[src/rtl/data_mem_arbiter.sv]
// rtl/data_mem_arbiter.sv - two-requester round-robin arbiter/sequencer for data_memory (optional DMEM_ARB_RANGE_CHECK_EN)
module data_mem_arbiter #(
    parameter int N = 32,
    parameter int M = 256
) (
    input  logic         clk,
    input  logic         reset,
    input  logic         req0,
    input  logic         req1,
    input  logic         we0,
    input  logic         we1,
    input  logic [N-1:0] addr0,
    input  logic [N-1:0] addr1,
    input  logic [N-1:0] wdata0,
    input  logic [N-1:0] wdata1,
    output logic         ack0,
    output logic         ack1,
    output logic [N-1:0] rdata0,
    output logic [N-1:0] rdata1,
    output logic         err0,
    output logic         err1,
    output logic         busy,
    output logic [N-1:0] mem_address,
    output logic [N-1:0] mem_data_input,
    output logic         mem_memread,
    output logic         mem_memwrite,
    input  logic [N-1:0] mem_data
);

    typedef enum logic [1:0] {
        IDLE   = 2'd0,
        ACCESS = 2'd1,
        RESP   = 2'd2
    } state_t;

    state_t       state;
    state_t       next_state;

    // Transaction latched at grant; mem_address/mem_data_input hold addr/wdata
    logic         last_grant;
    logic         cur_id;
    logic         cur_we;
    logic         cur_err;

    // Winner of the current arbitration and its request fields
    logic         gnt_id;
    logic         sel_we;
    logic [N-1:0] sel_addr;
    logic [N-1:0] sel_wdata;
    logic         sel_in_range;

`ifdef DMEM_ARB_RANGE_CHECK_EN
    localparam logic [N:0] ADDR_LIMIT = (N+1)'(M);
    assign sel_in_range = ({1'b0, sel_addr} < ADDR_LIMIT);
`else
    assign sel_in_range = 1'b1;
`endif

    // Round-robin winner selection and next-state decode
    always_comb begin
        next_state = state;
        gnt_id     = 1'b0;
        if (req0 && req1) begin
            gnt_id = ~last_grant;
        end else if (req1) begin
            gnt_id = 1'b1;
        end
        sel_we    = gnt_id ? we1    : we0;
        sel_addr  = gnt_id ? addr1  : addr0;
        sel_wdata = gnt_id ? wdata1 : wdata0;
        case (state)
            IDLE:    if (req0 || req1) next_state = ACCESS;
            ACCESS:  next_state = RESP;
            RESP:    next_state = IDLE;
            default: next_state = IDLE;
        endcase
    end

    // State register
    always_ff @(posedge clk) begin
        if (reset) begin
            state <= IDLE;
        end else begin
            state <= next_state;
        end
    end

    // Registered datapath: latch on grant, drive strobes for one cycle, ack afterwards
    always_ff @(posedge clk) begin
        if (reset) begin
            last_grant     <= 1'b1;
            cur_id         <= 1'b0;
            cur_we         <= 1'b0;
            cur_err        <= 1'b0;
            ack0           <= 1'b0;
            ack1           <= 1'b0;
            err0           <= 1'b0;
            err1           <= 1'b0;
            rdata0         <= '0;
            rdata1         <= '0;
            busy           <= 1'b0;
            mem_address    <= '0;
            mem_data_input <= '0;
            mem_memread    <= 1'b0;
            mem_memwrite   <= 1'b0;
        end else begin
            ack0 <= 1'b0;
            ack1 <= 1'b0;
            case (state)
                IDLE: begin
                    if (req0 || req1) begin
                        last_grant     <= gnt_id;
                        cur_id         <= gnt_id;
                        cur_we         <= sel_we;
                        cur_err        <= ~sel_in_range;
                        mem_address    <= sel_addr;
                        mem_data_input <= sel_wdata;
                        mem_memread    <= ~sel_we & sel_in_range;
                        mem_memwrite   <= sel_we & sel_in_range;
                        busy           <= 1'b1;
                    end
                end
                ACCESS: begin
                    mem_memread  <= 1'b0;
                    mem_memwrite <= 1'b0;
                    if (cur_id) begin
                        ack1 <= 1'b1;
                        err1 <= cur_err;
                        if (!cur_we && !cur_err) rdata1 <= mem_data;
                    end else begin
                        ack0 <= 1'b1;
                        err0 <= cur_err;
                        if (!cur_we && !cur_err) rdata0 <= mem_data;
                    end
                end
                RESP: begin
                    busy <= 1'b0;
                end
                default: begin
                    busy <= 1'b0;
                end
            endcase
        end
    end

endmodule
[config.mk]
export PLATFORM = sky130hd
export DESIGN_NAME = data_mem_arbiter
export DESIGN_NICKNAME = d
export VERILOG_FILES = /design/src/rtl/data_mem_arbiter.sv
export SDC_FILE = /design/constraint.sdc
export NUM_CORES = 1
export LEC_CHECK = 0
export CORE_UTILIZATION = 36
export CTS_BUF_LIST = sky130_fd_sc_hd__clkbuf_8
export CTS_CLUSTER_SIZE = 20
export DETAILED_ROUTE_END_ITERATION = 10
export PLACE_DENSITY = 0.87
export SLEW_MARGIN = 10
export SYNTH_ARGS = -nofsm -noshare
export SYNTH_HDL_FRONTEND = slang
export SYNTH_SLANG_ARGS = --single-unit
[constraint.sdc]
create_clock -name clk -period 1.38 [get_ports clk]
set_input_delay 0.207 -clock clk [delete_from_list [all_inputs] [get_ports clk]]
set_output_delay 0.207 -clock clk [all_outputs]
set_load 0.02 [all_outputs]
# [Word level (Yosys, flattened, before mapping)]
# Index checks and enable logic that the tools add are counted.
[classes] addsub=0 n_mul=0 div=0 n_lt_le_gt_ge=0 eq_ne=2 n_shift=0 mux=15 n_bitwise=4 reduce_logical=11
[ops] operator="two-way mux 32 bit" count=2
[ops] operator="two-way mux 1 bit" count=8
[ops] operator="case mux 1 bit (2 select lines)" count=3
[ops] operator="AND reduction 2 bit" count=3
[ops] operator="AND reduction 3 bit" count=2
[ops] operator="NOT 1 bit" count=4
[ops] operator="case mux 2 bit (2 select lines)" count=1
[ops] operator="== test 2 x 1 -> 1 bit (second input constant)" count=1
[ops] operator="logical NOT 2 bit" count=1
[ops] operator="two-way mux 2 bit" count=1
[ops] operator="inequality test 2 bit (second input constant)" count=1
[ops] operator="nonzero test 2 bit" count=1
[ops] operator="OR reduction 2 bit" count=1
[ops] operator="logical AND 1 bit" count=1
[ops] operator="logical NOT 1 bit" count=1
[ops] operator="logical OR 1 bit" count=1
[totals] regBits=138 latch_bits=0 mem_bits_rw=0 mem_bits_ro=0 in_bits=166 word_cells=45 memories=0

# [Logic depth before layout (Yosys ltp)]
# Gate-level depths: netlist of run 1.
[logic_depth] word_depth=6 depth_mapped=6 depth_no_buf=4

# [Worst setup path after synthesis of run 1]
# No wires, ideal clock.
[synth_timing] path_kind="reg2reg" from="register state[1]" to="register rdata1[10]" setup_time_ns=0.132 t_arrival_ns=1.308 required_time_ns=1.248 setup_slack_ns=-0.061 path_stages_with_launch=7 path_buffers=2 path_cell_list="dfxtp_1 > nand2b_2 > or3b_1 > buf_2 > buf_6 > nand2_1 > a21oi_1"
[synth_via] elab_chain_len=2
[synth_rtl] element="start, declared" line="36" source="state_t state;"
[synth_rtl] element="start signal, assigned" line="84" source="state <= next_state;"
[synth_rtl] element="== test 2 x 1 -> 1 bit" line="109" source="case (state)"
[synth_rtl] element="AND reduction 3 bit (no line)"
[synth_rtl] element="end signal, assigned" line="129" source="if (!cur_we && !cur_err) rdata1 <= mem_data;"
[synth_rtl] element="end, declared" line="19" source="output logic [N-1:0] rdata1,"
# No other way between the ends.
# A chain may end at the register's enable or synchronous reset.

# [Worst setup path after layout of run 1]
[layout_timing] from="register state[1]" to="register rdata1[31]"
# Same word-level chain as after synthesis.

==> impl_results.md, run 1 <==
- Layout Cells excl Fill: 1122
- CTS H-tree lvls: 4
- Max clock buf depth: 2
- Routability Congestion: 0.801
- Cts hold-fix bufs: 0
- Fin. max-slew vios: 0
- Via density: 5.00
- Rows: 44
- Final min period: 1.42 ns
- Post-synthesis sequential area ratio: 51.2%
- Vias in the first global route: 5428
- First-pass GRT wire length: 27900 um
- I/O Buffers: 298
- Layout Nets: 1089
- Failing checks: negative setup slack
- DRC viols: 0
- Cell taking the most area after synthesis: dfxtp_1
- First drt pass iteration count: 7
- CTS Sinks: 138
- Initial antenna violation count: 2
- DIE WIDTH: 124 um
- Pwr Density: 1110 nW/um^2
- RSZ-0062 raised after global routing: true
- R2R Path Start: state[1]
- Warnings from Yosys: 0
- Synth Instances: 605
- Clock Latency Late Sink: 0.45 ns
- Root buffer cell: clkbuf_8
- Crit path DAT: 1.74 ns
- Antenna violation net count after detailed routing: 0
- Initial core utilization: 37.0%
- Synth top area share: 51.2%
- CP cell instances: nand2b_4 -> or3b_4 -> clkbuf_16 -> nand2_4 -> a21oi_2
- Filler cells: 1109
- Inserted Clock Buffers: 17
- Initial DRC count: 259
- Post-detail-place hpwl: 12900 um
- Critical path's top delay family: simple AND/OR/NAND/NOR gates
- Setup CP Type: reg2reg
- Final setup TNS: -0.422 ns
- Yosys reg bits: 138
- Final wirelength: 18600 um
- Clock transition at the registers of the reported paths: 0.08 ns
- Worst Hold Class: in2reg
- Routed len/inst: 16.6 um
- I/O Pins: 301
- Worst Setup SP: state[1]
- Max_cap viols: 0
- Max stage delay on crit path: 0.47 ns
- Worst setup SP type: flop
- Maximum clock frequency: 705 MHz
- Core ar.: 14600 sq um
- Min-delay src: reset
- Endpoint type of the worst setup path: flop
- Pin count of the biggest net entering global routing: 33
- Worst VDD drop: 0.583 mV
- Grt total ovfl: 0
- Setup Skew: 0.0162 ns
- Yosys cell types: 24
- Post-Place Cells: 1080
- Worst EP required: 1.70 ns
- Die area: 15500 sq um
- Slowest library cell on the worst path: or3b_4
- Mapped Area: 5390 sq um
- CTS tree: done
- Final Cycle Share: 103%
- Layout area overhead: 77.5%
- Top cells by area, synth: dfxtp_1 51%, mux2i_1 12%, nand2_1 9.1%
- Die Y: 124 um
- Mean Syn Cell Area: 8.92 sq um
- P_leak: 3.81 nW
- Buffer and inverter count on the worst path: 1
- Setup ws final: -0.0391 ns
- Final Hold Fails: 0
- Total Routing Usage GR: 22.8%
- Setup Viol. Count Final: 17
- Fraction of layout cells with a size suffix above 1: 24.3%
- Via count: 5612
- Largest fanout on the critical path: 7
- Status: finished, violations left
==> final cells by class <==
| cell class | instances | area, sq um | area share, % |
|---|---|---|---|
| well taps | 184 | 230 | 2.40 |
| flip-flops and latches | 138 | 2770 | 28.9 |
| clock buffers | 20 | 275 | 2.88 |
| clock inverters | 12 | 139 | 1.45 |
| repair buffers | 350 | 3380 | 35.3 |
| multi-input cells | 416 | 2780 | 29.0 |
| diodes | 2 | 5.00 | 0.0523 |
==> where the power goes <==
part           switching, mW  internal [mW]
Combinational           1.36           1.36
Clock                   1.66           1.77
Sequential             0.187           4.30
Total                   3.20           7.43
==> metal layers <==
metal | GRT usage (%) | vias up | part of all wire [%]
li1 | - | 2706 | -
met1 | 24.4 | 2604 | 38
met4 | 12.3 | 0 | 3.2
met2 | 38.8 | 260 | 50
met3 | 8.68 | 42 | 8.9
met5 | 0 | - | 0
==> cell families (layout without fill, tap and decap cells) <==
logic type / count (synthesis) / in the layout / share of synthesized area (%)
AND/OR/NAND/NOR: 216 / 216 / 16.1
flip-flops: 138 / 138 / 51.2
AO/OA/AOI/OAI: 133 / 133 / 15.6
multiplexers: 65 / 65 / 12.1
buffers and inverters: 52 / 382 / 5.01
other: 1 / 4 / 0.0695
==> path summary, 6_finish.rpt <==
path	slack, ns	to	cells past startpoint
min	0.16	rdata1[12]	2
max reg2reg	-0.04	rdata1[31]	5
max	-0.04	rdata1[31]	5
min reg2reg	0.45	rdata0[10]	2
==> repair_timing <==
item / CTS / global route
pin swaps: 1 / 48
setup buffers: 2 / 2
setup endpoints to repair: 204 / 191
cloned: 1 / 3
gates resized for setup: 155 / 247
==> state kept, by name, indices dropped and copies added, names as in the netlist <==
register,cells
ack0,1
ack1,1
busy,1
cur_id,1
cur_we,1
last_grant,1
mem_address,32
mem_data_input,32
mem_memread,1
mem_memwrite,1
rdata0,32
rdata1,32
state,2
==> stage by stage <==
step / total power [mW] / util (%) / setup slack [ns] / hold WS [ns] / instance area [sq um]
finish: 10.6 / 65.6 / -0.0391 / 0.164 / 9570
global route: 11.1 / 65.6 / -0.109 / 0.138 / 9570
CTS: 10.5 / 63.4 / 0.000371 / 0.131 / 9250
detailed placement: 7.28 / 61.0 / -0.506 / 0.446 / 8900
global placement: 7.22 / 61.0 / -0.330 / 0.441 / 8900
floorplan: 5.75 / - / 0.00121 / 0.343 / 5400
==> Yosys cell counts (all sizes together) <==
cell type,number
a21boi,1
a21oi,65
nand2b,1
or3,2
dfxtp,138
a211oi,65
or3b,1
nor2,72
or2,1
mux2i,65
a2bb2oi,1
nor3,5
buf,25
nor3b,1
nand3b,1
nand2,131
and2,1
conb,1
clkbuf,27
a22oi,1
==> layout by cell type, fill, tap and decap left out, types with 19 or more instances in the layout <==
master,synthesis,layout
dfxtp_1,138,134
clkbuf_2,0,53
clkbuf_8,0,20
nor2_1,72,70
clkdlybuf4s15_1,0,54
mux2i_1,65,58
dlygate4sd2_1,0,25
a211oi_2,0,19
a21oi_2,0,23
a211oi_1,65,46
nand2_4,0,21
buf_4,5,28
a21oi_1,65,42
clkdlybuf4s50_1,0,164
nand2_1,131,106
Note: power is estimated with default switching activity, not from simulation.
==> inputs of run 2 (changes only) <==
--- a/config.mk
+++ b/config.mk
@@ -5,10 +5,12 @@
 export SDC_FILE = /design/constraint.sdc
 export NUM_CORES = 1
 export LEC_CHECK = 0
+export CORE_MARGIN = 8
 export CORE_UTILIZATION = 36
 export CTS_BUF_LIST = sky130_fd_sc_hd__clkbuf_8
 export CTS_CLUSTER_SIZE = 20
 export DETAILED_ROUTE_END_ITERATION = 10
+export GPL_ROUTABILITY_DRIVEN = 1
 export PLACE_DENSITY = 0.87
 export SLEW_MARGIN = 10
 export SYNTH_ARGS = -nofsm -noshare
==> run 2 against run 1 <==
Effect of this change:
- the run still ends with negative setup slack left
- clock power is 6% lower
- sequential share of layout area increased by 0.79 points
- cell count fell by 0.89%
- wire length up 4.7%
- utilization is 1.8 points lower
- setup slack worse by 0.0086 ns
- largest cell class unchanged
- critical path depth is the same
- register-to-register slack is essentially flat
- global-route usage down 4.3 points
- sequential cell count is the same
- hold slack got worse by 0.013 ns
==> impl_results.md, run 2 (same netlist as run 1, synthesis figures left out) <==
- R2r worst-path depth: 5 (unchanged)
- First-pass GRT wire length: 28800 um (+3.4%)
- DRC viols: 0 (unchanged)
- Final wirelength: 19500 um (+4.7%)
- Final Hold Fails: 0 (unchanged)
- Via count: 5459 (-2.7%)
- Pin count of the biggest net entering global routing: 56 (+70%)
- Commonest non-fill, non-tap cell in the layout: clkdlybuf4s50_1
- Max_cap viols: 0 (unchanged)
- DIE WIDTH: 138 um (+11%)
- Setup Skew: 0.0122 ns (-0.00405 ns)
- Via density: 4.91 (-1.9%)
- Inserted Clock Buffers: 17 (unchanged)
- Initial DRC count: 222 (-14%)
- R2R Path Start: state[1]
- Die Y: 138 um (+11%)
- Filler cells: 1158 (+4.4%)
- Worst EP required: 1.68 ns (-0.02 ns)
- Routed len/inst: 17.5 um (+5.6%)
- Failing checks: negative setup slack
- Die area: 19200 sq um (+24%)
- Slowest library cell on the worst path: or3b_4
- Final Cycle Share: 103% (+0.62 points)
- FF-to-FF setup slack: -0.05 ns (about the same)
- Largest fanout on the critical path: 8 (+1)
- Cts hold-fix bufs: 0 (unchanged)
- Worst Hold Class: in2reg
- Buffer and inverter count on the worst path: 1 (unchanged)
- Layout Nets: 1081 (-0.73%)
- Ant diodes: 0 (-2)
- Worst Setup SP: state[1]
- Vias in the first global route: 5446 (+0.33%)
- P_leak: 3.67 nW (-3.9%)
- Fin. max-slew vios: 0 (unchanged)
- Clock Latency Late Sink: 0.43 ns (-0.02 ns)
- First drt pass iteration count: 4 (-3)
- Worst setup SP type: flop
- Commonest non-fill, non-tap cells in the layout: 164 x clkdlybuf4s50_1, 135 x dfxtp_1, 102 x nand2_1
- Worst VDD drop: 0.584 mV (+0.16%)
- I/O Buffers: 298 (unchanged)
- CP cell instances: nand2b_4 -> or3b_4 -> clkbuf_16 -> nand2_4 -> a21oi_2
- Endpoint type of the worst setup path: flop
- Max stage delay on crit path: 0.46 ns (about the same)
- Fin util: 63.9% (-1.8 points)
- Status: finished, violations left
- Initial antenna violation count: 0 (-2)
- RSZ-0062 raised after global routing: true
- Rows: 44 (unchanged)
- Pwr Density: 1110 nW/um^2 (-0.24%)
- Layout area overhead: 72.7%
- Worst r2r dst: rdata1[12]
- CTS H-tree lvls: 4 (unchanged)
- Grt total ovfl: 0 (unchanged)
- Setup ws final: -0.0477 ns (-0.00861 ns)
- Core ar.: 14600 sq um (unchanged)
- Worst Setup EP: rdata1[12]
- Stages on worst setup path: 5 (unchanged)
- Antenna violation net count after detailed routing: 0 (unchanged)
- Initial core utilization: 37.0% (unchanged)
- Setup CP Type: reg2reg
- I/O Pins: 301 (unchanged)
- Post-detail-place hpwl: 14400 um (+11%)
- Crit path DAT: 1.73 ns (about the same)
- Maximum clock frequency: 700 MHz (-0.60%)
- Final min period: 1.43 ns (+0.00861 ns)
- Root buffer cell: clkbuf_8
- Area of the multi-input gates: 2740 sq um (-1.3%)
- Routability Congestion: 0.736 (-8.0%)
- Total Routing Usage GR: 18.5% (-4.3 points)
- CTS Sinks: 138 (unchanged)
- Sequential cell area: 2770 sq um (about the same)
- Dpl ws: -0.423 ns (+0.0839 ns)
- CTS tree: done
- Fraction of layout cells with a size suffix above 1: 25.3% (+1.1 points)
- Clock transition at the registers of the reported paths: 0.08 ns (about the same)
- Max clock buf depth: 2 (unchanged)
- Final setup TNS: -0.615 ns (-0.194 ns)
- Critical path's top delay family: simple AND/OR/NAND/NOR gates
- Setup Viol. Count Final: 34 (+17)
## run 2: layer usage
metal / GRT usage [%] / routed length, um / up-vias / share of wire (%)
met5: 0 / 0 / - / 0
met4: 4.18 / 112 / 0 / 0.57
met3: 9.28 / 2130 / 10 / 11
met2: 32.0 / 10100 / 239 / 52
met1: 19.8 / 7200 / 2506 / 37
li1: - / - / 2704 / -
## run 2: timing repair
item	4_1_cts	5_1_grt
gates cloned	0	3
setup buffers	1	1
resized for setup	180	260
hold endpoints to repair	0	0
endpoints found under the setup margin	174	223
pin swaps	3	47
## run 2: worst min-delay path by stage
stage	start	endpoint	slack, ns	cells past startpoint
2_1_floorplan	mem_data[10]	rdata1[10]	0.34	2
3_3_place_gp	rdata0[29]	rdata0[29]	0.44	2
3_5_place_dp	rdata1[10]	rdata1[10]	0.45	2
4_1_cts	reset	rdata0[11]	0.12	2
5_1_grt	reset	rdata1[11]	0.11	2
6_report	reset	rdata1[11]	0.15	2
## run 2: final cells by class
type	instances	area share, %
Sequential cell	138	29.7
Clock inverter	15	1.63
Tap cell	184	2.47
Multi-Input combinational cell	416	29.4
Clock buffer	17	2.51
Timing Repair Buffer	342	34.2
## run 2: per-stage QoR
stage                     hold WS [ns]  std cells  cell area [sq um]  power, mW
after floorplan                  0.343        606               5400       5.75
after global placement           0.441       1075               8820       7.21
after detailed placement         0.446       1075               8820       7.26
after CTS                        0.116       1108               9130       10.4
after global routing             0.110       1112               9320       10.9
final                            0.152       1112               9320       10.3
## run 2: report_power, final
group / internal [mW] / switching [mW] / leakage [nW]
registers: 4.30 / 0.189 / 1.13
logic: 1.28 / 1.32 / 2.35
clock network: 1.49 / 1.75 / 0.181
total: 7.06 / 3.26 / 3.67
==> inputs of run 3 (changes only) <==
--- a/config.mk
+++ b/config.mk
@@ -5,13 +5,14 @@
 export SDC_FILE = /design/constraint.sdc
 export NUM_CORES = 1
 export LEC_CHECK = 0
+export CAP_MARGIN = 20
 export CORE_MARGIN = 8
-export CORE_UTILIZATION = 36
+export CORE_UTILIZATION = 40
 export CTS_BUF_LIST = sky130_fd_sc_hd__clkbuf_8
 export CTS_CLUSTER_SIZE = 20
 export DETAILED_ROUTE_END_ITERATION = 10
 export GPL_ROUTABILITY_DRIVEN = 1
-export PLACE_DENSITY = 0.87
+export PLACE_DENSITY_LB_ADDON = 0.2
 export SLEW_MARGIN = 10
 export SYNTH_ARGS = -nofsm -noshare
 export SYNTH_HDL_FRONTEND = slang
==> constraint.sdc (replaced) <==
create_clock -name clk -period 1.6 [get_ports clk]
set_input_delay 0.24 -clock clk [delete_from_list [all_inputs] [get_ports clk]]
set_output_delay 0.24 -clock clk [all_outputs]
set_load 0.02 [all_outputs]
==> run 3 against run 2 <==
Effect of this change:
- the run now ends clean
- sequential share of layout area is 0.91 points higher
- hold slack better by 0.095 ns
- critical path depth is the same
- sequential cell count did not move
- utilization grew 4.5 points
- via count fell by 1.5%
- clock skew shrank 0.0032 ns
- power is 15% lower
- non-clock buffer count fell by 13
- sequential power is 14% lower
- clock power shrank 12%
- largest cell class unchanged
==> impl_results.md, run 3 (same netlist as run 1, synthesis figures left out) <==
- RSZ-0062 raised after global routing: false
- Pwr Density: 978 nW/um^2 (-12%)
- Layout Nets: 1068 (-1.2%)
- Initial antenna violation count: 0 (unchanged)
- DIE WIDTH: 132 um (-4.5%)
- Ant diodes: 0 (unchanged)
- Top sig layer: met4
- Rows: 42 (-4.5%)
- Worst Hold Class: in2reg
- Area of the multi-input gates: 2380 sq um (-13%)
- Max stage delay on crit path: 0.44 ns (-0.02 ns)
- Pin count of the biggest net entering global routing: 54 (-3.6%)
- Seq pwr share: 43.6% (about the same)
- Setup Viol. Count Final: 0 (-100%)
- Commonest non-fill, non-tap cells in the layout: 164 x clkdlybuf4s50_1, 138 x dfxtp_1, 133 x dlygate4sd2_1
- CTS Sinks: 138 (unchanged)
- Inserted Clock Buffers: 17 (unchanged)
- M1 wire length: 6740 um (-6.3%)
- CP cell instances: nand2b_2 -> or3b_1 -> buf_12 -> nand2_1 -> a21oi_1
- Status: completed
- Final Hold Fails: 0 (unchanged)
- Internal power: 6.22 mW (-12%)
- Routability Congestion: 0.818 (+11%)
- Clk pwr share: 32.2% (+0.8 points)
- Grt total ovfl: 0 (unchanged)
- I/O Buffers: 298 (unchanged)
- Worst setup SP type: flop
- Layout Cells excl Fill: 1091 (-1.9%)
- Sw power: 2.60 mW (-20%)
- Met2 wire length: 9600 um (-4.7%)
- Worst VDD drop: 0.496 mV (-15%)
- Setup CP Type: reg2reg
- Setup Skew: 0.00901 ns (-0.00318 ns)
- DRC viols: 0 (unchanged)
- I/O Pins: 301 (unchanged)
- Fin. max-slew vios: 0 (unchanged)
- P_leak: 3.91 nW (+6.5%)
- Commonest non-fill, non-tap cell in the layout: clkdlybuf4s50_1
- Die Y: 132 um (-4.5%)
- Routed len/inst: 17.2 um (-1.7%)
- Initial DRC count: 209 (-5.9%)
- Total Routing Usage GR: 21.2% (+2.7 points)
- Final Cycle Share: 93.4% (-10 points)
- Switching Fraction: 29.5% (-2.1 points)
- Fraction of layout cells with a size suffix above 1: 7.65% (-18 points)
- Clock Latency Late Sink: 0.44 ns (about the same)
- CTS tree: done
- Final hold slack: 0.246 ns (+0.0948 ns)
- Crit path DAT: 1.79 ns (+0.06 ns)
- Power, Total: 8.82 mW (-15%)
- Vias in the first global route: 5777 (+6.1%)
- Die area: 17500 sq um (-8.9%)
- Post-detail-place hpwl: 15000 um (+4.1%)
- Final wirelength: 18800 um (-3.5%)
- Metal3 WL: 2070 um (-2.9%)
- Max_cap viols: 0 (unchanged)
- Final min period: 1.49 ns (+0.0673 ns)
- Via density: 4.93 (+0.38%)
- Layout area overhead: 67.2%
- Largest fanout on the critical path: 32 (+24)
- Slowest library cell on the worst path: or3b_1
- First drt pass iteration count: 4 (unchanged)
- Sequential cell area: 2760 sq um (-0.23%)
- Antenna violation net count after detailed routing: 0 (unchanged)
- Clock transition at the registers of the reported paths: 0.08 ns (about the same)
- First-pass GRT wire length: 29600 um (+2.7%)
- Worst EP required: 1.90 ns (+0.22 ns)
- Via count: 5376 (-1.5%)
- Gate power share: 24.2% (-0.9 points)
- Core ar.: 13200 sq um (-9.6%)
- CTS H-tree lvls: 4 (unchanged)
- Max clock buf depth: 2 (unchanged)
- Maximum clock frequency: 669 MHz (-4.5%)
- Filler cells: 1139 (-1.6%)
- Endpoint type of the worst setup path: flop
- Initial core utilization: 40.9% (+3.9 points)
- Post-Place Cells: 1059 (-1.5%)
- Root buffer cell: clkbuf_8
## run 3: cell types whose count changed in the layout (fill, tap and decap cells not counted), moves of 25 or more
cell	delta
nand2_1	+29
a21oi_2	-25
clkdlybuf4s15_1	-51
a21oi_1	+25
clkbuf_2	-68
dlygate4sd2_1	+127
## run 3: layer usage
| layer | track usage (%) | vias to the layer above |
|---|---|---|
| met4 | 8.62 | 0 |
| met5 | 0 | - |
| met3 | 10.9 | 30 |
| li1 | - | 2656 |
| met1 | 20.0 | 2470 |
| met2 | 38.0 | 220 |
## run 3: path summary, 6_finish.rpt
check | endpoint | start | slack, ns | cells past startpoint
worst min register to register | rdata0[12] | rdata0[12] | 0.45 | 2
worst max-delay path | rdata1[15] | state[1] | 0.11 | 5
worst max register to register | rdata1[15] | state[1] | 0.11 | 5
worst min-delay path | rdata0[6] | reset | 0.25 | 2
## run 3: final cells by class
class,instances,area share [%]
Clock buffer,19,2.90
Clock inverter,13,1.60
Multi-Input combinational cell,416,26.4
Sequential cell,138,30.6
Tap cell,176,2.44
Timing Repair Buffer,329,36.0
## run 3: critical path, delay by kind of cell, from the launching register on
family | cells | cell delay, ns
flops | 1 | 0.32
simple gates | 3 | 0.77
compound gates | 1 | 0.08
buf+inv | 1 | 0.19
## run 3: timing repair
| item | CTS | global route |
|---|---|---|
| hold buffers | 0 | 0 |
| setup endpoints to repair | 133 | 0 |
| setup buffers | 0 | 0 |
| gates resized for setup | 133 | 0 |
## run 3: power groups by stage
stage / registers (mW) / logic [mW] / clock network, mW
2_1_floorplan: 4.24 / 0.722 / 0
3_3_place_gp: 3.92 / 2.28 / 0
4_1_cts: 3.85 / 2.16 / 2.92
5_1_grt: 3.88 / 2.30 / 3.06
3_5_place_dp: 3.94 / 2.33 / 0
6_report: 3.85 / 2.13 / 2.84
## run 3: through the flow
stage          setup TNS, ns  util (%)  setup slack, ns  instance area, sq um
2_1_floorplan              0         -            0.159                  5400
3_3_place_gp           -9.42      66.6           -0.184                  8780
3_5_place_dp          -12.62      66.6           -0.252                  8780
4_1_cts                    0      68.4            0.103                  9020
5_1_grt                    0      68.4           0.0256                  9020
6_report                   0      68.4            0.105                  9020
